[src/rtl/ann_label_trainer26.sv]
// Training sequencer for the 26-neuron learning layer: settle, serial argmax scan, optional teach pulse.
// Optional build macro ANN_TRAINER_STATS_EN adds saturating sample/correct counters cleared by i_stats_clr.
module ann_label_trainer26 #(
   parameter int SETTLE = 2,
   parameter int CNT_W  = 16,
   parameter int VAL_W  = 8
) (
   input  logic                    i_clock,
   input  logic                    i_reset_n,
   input  logic                    i_start,
   input  logic [4:0]              i_label,
   input  logic                    i_train,
   output logic                    o_busy,
   output logic                    o_done,
   output logic                    o_label_err,
   input  logic [25:0][VAL_W-1:0]  i_layer_out,
   output logic                    o_valid,
   output logic                    o_learn,
   output logic [25:0][VAL_W-1:0]  o_expected_out,
   output logic [4:0]              o_predicted,
   output logic                    o_correct,
   input  logic                    i_stats_clr,
   output logic [CNT_W-1:0]        o_sample_count,
   output logic [CNT_W-1:0]        o_correct_count
);

   typedef enum logic [2:0] {S_IDLE, S_SETTLE, S_SCAN, S_TEACH, S_DONE} state_t;

   localparam logic [3:0] SETTLE_LAST = 4'(SETTLE - 1);

   state_t                   r_state;
   state_t                   w_state_nxt;
   logic [3:0]               r_cnt;
   logic [4:0]               r_idx;
   logic [4:0]               r_label;
   logic                     r_train;
   logic [VAL_W-1:0]         r_best_val;
   logic [4:0]               r_best_idx;
   logic                     r_busy, r_done, r_label_err, r_valid, r_learn, r_correct;
   logic [4:0]               r_predicted;
   logic [25:0][VAL_W-1:0]   r_expected;
   logic                     w_accept;
   logic                     w_take;
   logic [VAL_W-1:0]         w_elem;
   logic [4:0]               w_fin_idx;

   assign w_accept  = (r_state == S_IDLE) && i_start && (i_label <= 5'd25);
   assign w_elem    = i_layer_out[r_idx];
   // Strictly-greater update keeps the lowest index on ties; element 0 seeds the search.
   assign w_take    = (r_idx == 5'd0) || (w_elem > r_best_val);
   assign w_fin_idx = ((r_state == S_SCAN) && w_take) ? r_idx : r_best_idx;

   // State register.
   always_ff @(posedge i_clock or negedge i_reset_n) begin
      if (!i_reset_n) r_state <= S_IDLE;
      else            r_state <= w_state_nxt;
   end

   // Next-state decode.
   always_comb begin
      w_state_nxt = r_state;
      case (r_state)
         S_IDLE:   if (w_accept) w_state_nxt = S_SETTLE; else w_state_nxt = S_IDLE;
         S_SETTLE: if (r_cnt == SETTLE_LAST) w_state_nxt = S_SCAN; else w_state_nxt = S_SETTLE;
         S_SCAN: begin
            if (r_idx == 5'd25) w_state_nxt = r_train ? S_TEACH : S_DONE;
            else                w_state_nxt = S_SCAN;
         end
         S_TEACH:  w_state_nxt = S_DONE;
         S_DONE:   w_state_nxt = S_IDLE;
         default:  w_state_nxt = S_IDLE;
      endcase
   end

   // Sample capture, settle counter and running argmax.
   always_ff @(posedge i_clock or negedge i_reset_n) begin
      if (!i_reset_n) begin
         r_cnt      <= 4'd0;
         r_idx      <= 5'd0;
         r_label    <= 5'd0;
         r_train    <= 1'b0;
         r_best_val <= {VAL_W{1'b0}};
         r_best_idx <= 5'd0;
         r_expected <= {(26*VAL_W){1'b0}};
      end else begin
         case (r_state)
            S_IDLE: begin
               if (w_accept) begin
                  r_label             <= i_label;
                  r_train             <= i_train;
                  r_cnt               <= 4'd0;
                  r_idx               <= 5'd0;
                  r_expected          <= {(26*VAL_W){1'b0}};
                  r_expected[i_label] <= {VAL_W{1'b1}};
               end
            end
            S_SETTLE: r_cnt <= r_cnt + 4'd1;
            S_SCAN: begin
               if (w_take) begin
                  r_best_val <= w_elem;
                  r_best_idx <= r_idx;
               end
               r_idx <= r_idx + 5'd1;
            end
            default: ;
         endcase
      end
   end

   // Registered handshake/layer controls, decoded from the upcoming state.
   always_ff @(posedge i_clock or negedge i_reset_n) begin
      if (!i_reset_n) begin
         r_busy      <= 1'b0;
         r_done      <= 1'b0;
         r_label_err <= 1'b0;
         r_valid     <= 1'b0;
         r_learn     <= 1'b0;
         r_predicted <= 5'd0;
         r_correct   <= 1'b0;
      end else begin
         r_busy      <= (w_state_nxt != S_IDLE);
         r_done      <= (w_state_nxt == S_DONE);
         r_label_err <= (r_state == S_IDLE) && i_start && (i_label > 5'd25);
         r_valid     <= (w_state_nxt == S_SETTLE) || (w_state_nxt == S_SCAN) ||
                        (w_state_nxt == S_TEACH);
         r_learn     <= (w_state_nxt == S_TEACH);
         if (w_state_nxt == S_DONE) begin
            r_predicted <= w_fin_idx;
            r_correct   <= (w_fin_idx == r_label);
         end
      end
   end

`ifdef ANN_TRAINER_STATS_EN
   logic [CNT_W-1:0] r_sample_cnt;
   logic [CNT_W-1:0] r_correct_cnt;

   // Saturating statistics; clear wins over a coincident increment.
   always_ff @(posedge i_clock or negedge i_reset_n) begin
      if (!i_reset_n) begin
         r_sample_cnt  <= {CNT_W{1'b0}};
         r_correct_cnt <= {CNT_W{1'b0}};
      end else if (i_stats_clr) begin
         r_sample_cnt  <= {CNT_W{1'b0}};
         r_correct_cnt <= {CNT_W{1'b0}};
      end else if (r_state == S_DONE) begin
         if (r_sample_cnt != {CNT_W{1'b1}}) r_sample_cnt <= r_sample_cnt + CNT_W'(1);
         if (r_correct && (r_correct_cnt != {CNT_W{1'b1}})) r_correct_cnt <= r_correct_cnt + CNT_W'(1);
      end
   end

   assign o_sample_count  = r_sample_cnt;
   assign o_correct_count = r_correct_cnt;
`else
   logic w_unused_stats_clr;
   assign w_unused_stats_clr = i_stats_clr;
   assign o_sample_count     = {CNT_W{1'b0}};
   assign o_correct_count    = {CNT_W{1'b0}};
`endif

   assign o_busy         = r_busy;
   assign o_done         = r_done;
   assign o_label_err    = r_label_err;
   assign o_valid        = r_valid;
   assign o_learn        = r_learn;
   assign o_expected_out = r_expected;
   assign o_predicted    = r_predicted;
   assign o_correct      = r_correct;

endmodule

[config.mk]
export PLATFORM = sky130hd
export DESIGN_NAME = ann_label_trainer26
export DESIGN_NICKNAME = d
export VERILOG_FILES = /design/src/rtl/ann_label_trainer26.sv
export SDC_FILE = /design/constraint.sdc
export NUM_CORES = 1
export LEC_CHECK = 0
export BUFFER_PORTS_ARGS = -buffer_cell sky130_fd_sc_hd__buf_2
export CORE_AREA = 10 10 172 174
export DETAILED_ROUTE_END_ITERATION = 10
export DIE_AREA = 0 0 182 184
export MAX_ROUTING_LAYER = met4
export PLACE_DENSITY = 0.53
export SYNTH_ARGS = -nofsm -noshare
export SYNTH_HDL_FRONTEND = slang
export SYNTH_SLANG_ARGS = --single-unit
export TNS_END_PERCENT = 1
[constraint.sdc]
create_clock -name i_clock -period 7.6 [get_ports i_clock]
set_clock_uncertainty 0.05 [all_clocks]
set_input_delay 0.76 -clock i_clock [delete_from_list [all_inputs] [get_ports i_clock]]
set_output_delay 0.76 -clock i_clock [all_outputs]
set_load 0.02 [all_outputs]
==> qor.yml <==
drc: 0
post-route-min-period_ns: 4.93
path_clk_slew_ns: 0.06
gp_congestion: 0.830
worstSetupStartpointType: "flip-flop"
cts-root-buf: "clkbuf_16"
critPathCaptureType: "flip-flop"
synth_top_area_cell: "dfrtp_1"
fp.dieH_um: 184
top_usage_layer: "met2"
cts_sinks: 68
synth_top_family_by_area: "buffers and inverters"
yosys-mux-area-fraction: 0.217
required_ns: 7.77
cts_inserted_buffers: 9
ant_nets: 0
netlist.area_leader.share: 0.259
drv_slew: 0
rows: 59
synth_compound_area_frac: 0.107
avgSynthCellArea_sq_um: 10.0
cts-resized-gates: 0
antenna_found_initial: 3
first_global_vias: 6159
grt.overflow.total: 0
rsz0062_at_grt: "false"
track_usage: 0.147
crit_chain: "buf_4 > mux4_2 > a221oi_1 > o31ai_1 > ha_1 > a211o_1 > a211o_1 > o21ai_2 > mux2_2 > mux2_2"
grt_first_pass_wirelength_mm: 37.4
synth.top_cells.by_count: "buf_4, dfrtp_1, nand2_1"
drive_gt1_frac: 0.610
core_area_sq_mm: 0.0259
die_x_um: 182
use_met2: 0.277
vias: 5488
worstMarginPinSlew_ns: 0.898
tritoncts: "done"
vdd_drop_max_mv: 0.114
power.density_mw_per_mm2: 294
crit_type: "reg -> reg"
post-cts-setup-buffers: 0
min_path_type: "reg -> reg"
slowest_delay_ns: 0.79
gr-usage-met1: 0.134
drtIter0Drc: 206
area_growth_pct: 19.6
maxSlewHeadroom: 0.401
synth_seq_cells: 68
finalNonFillerCells: 1235
initial_utilization: 0.254
synth_area_sq_mm: 0.00658
cp_max_fo: 33
synthSimpleGateAreaFrac: 0.0916
synth_edf_count: 0
routed_via_density: 4.44
hold_violations: 0
netlist_top_cells_area: "dfrtp_1, buf_4, mux4_2"
cap_violations: 0
synth-adder-area-share: 0.0247
synth_cell_types: 54
status: "complete, no violations"
fin_crit_sh: 0.649
clock_path_buffers: 2
first_pass_iters: 4
ioPinCount: 469
cts-htree-levels: 3
critPathSlowestCell: "dfrtp_4"
wl_mm: 25.4
leakagePower_nw: 4.26
avgRoutedWirePerCell_um: 20.5
io_buffers: 435
grt_max_degree: 69
finalSetupViolations: 0
synth_xor_area_frac: 0.0133
cts_hold_buf: 0
synthFlopType: "dfrtp_1"
yosysSeqAreaShare: 0.259
yosysMostFrequentCell: "buf_4"
synth-async-reset-ratio: 1.00
ys_warn_count: 0
critical_path_arrival_ns: 5.11
setup_tns_ns: 0
syn_inst: 656
dp.cells: 1216
place.detailed.hpwl_mm: 21.6
fmax_mhz: 203
grtUsageMet3: 0.0642
die_area_sq_mm: 0.0335
final_util: 0.304
nets: 1123
clkLatencyLatePin_ns: 0.34
cells by family (layout without fill, tap and decap cells):
kind of cell | Yosys count | in the layout
AO/OA/AOI/OAI | 92 | 92
XOR/XNOR | 10 | 10
adder cells (fa/ha/maj) | 13 | 13
buffers and inverters | 269 | 479
flip-flops | 68 | 68
multiplexers | 79 | 79
other | 1 | 35
AND/OR/NAND/NOR | 124 | 124
area by class of cell:
class                      instances  area [sq um]
multi-input combinational        350          3110
fill                            2780         18000
tap                              335           419
antenna                            3          7.51
clock buffer                      12           246
inverter                          20          75.1
clock inverter                     4          72.6
sequential                        68          1710
timing repair buffer             443          2240
report_power, final:
part | switching [W] | leakage (nW) | internal (W)
clock | 0.000160 | 0.153 | 0.000296
combinational | 0.000695 | 3.23 | 0.000557
sequential | 0.000140 | 0.883 | 0.000470
total | 0.000994 | 4.26 | 0.00132
per-layer routing:
| metal | vias up | share of wire |
|---|---|---|
| li1 | 2565 | - |
| met1 | 2597 | 0.34 |
| met5 | - | 0 |
| met4 | 0 | 0.011 |
| met2 | 307 | 0.55 |
| met3 | 19 | 0.11 |
stage by stage:
step	worst slack, ns	cell area, sq um	power [W]	hold WS [ns]
after floorplan	4.04	6700	0.00166	0.412
after global placement	2.58	7540	0.00188	0.428
after detailed placement	2.56	7540	0.00189	0.431
after CTS	2.54	7860	0.00236	0.444
after global routing	2.29	7870	0.00250	0.468
final	2.67	7870	0.00232	0.440
registers in the layout (all words and copies together), names as in the netlist:
name	flops
o_expected_out	26
r_best_val	8
o_predicted	5
r_best_idx	5
r_idx	5
r_label	5
r_cnt	4
r_state	3
o_busy	1
o_correct	1
o_done	1
o_label_err	1
o_learn	1
o_valid	1
r_train	1
worst max-delay path, delay by kind of cell, from the launching register on:
kind / cells / cell delay [ns]
adders and majority gates: 1 / 0.31
muxes: 3 / 1.26
buffers and inverters: 1 / 0.54
AOI/OAI and AO/OA: 5 / 1.85
DFF: 1 / 0.79
final timing paths:
kind                                           start                        endpoint  slack (ns)  depth (start not counted)
setup / recovery                r_idx[0]$_DFFE_PN0P_      o_predicted[2]$_DFFE_PN0P_        2.67                         10
max in group asynchronous                  i_reset_n            r_idx[0]$_DFFE_PN0P_        6.23                          2
hold / removal             r_best_val[2]$_DFFE_PN0P_       r_best_val[2]$_DFFE_PN0P_        0.44                          1
setup reg to reg                r_idx[0]$_DFFE_PN0P_      o_predicted[2]$_DFFE_PN0P_        2.67                         10
hold reg to reg            r_best_val[2]$_DFFE_PN0P_       r_best_val[2]$_DFFE_PN0P_        0.44                          1
min in group asynchronous                  i_reset_n  o_expected_out[62]$_DFFE_PN0P_        0.57                          2
cell usage in the layout, fill, tap and decap left out, types with 10 or more instances in the layout:
| cell | synthesis | routed |
|---|---|---|
| nand3_1 | 11 | 11 |
| inv_1 | 17 | 17 |
| nor2_1 | 10 | 10 |
| nand2_1 | 67 | 67 |
| buf_2 | 15 | 435 |
| a21oi_1 | 11 | 11 |
| ha_1 | 13 | 13 |
| mux4_2 | 48 | 48 |
| o31ai_1 | 33 | 33 |
| conb_1 | 1 | 32 |
| mux2_2 | 25 | 25 |
| o21ai_0 | 13 | 13 |
| dfrtp_1 | 68 | 66 |
(Power assumes the default switching activity.)
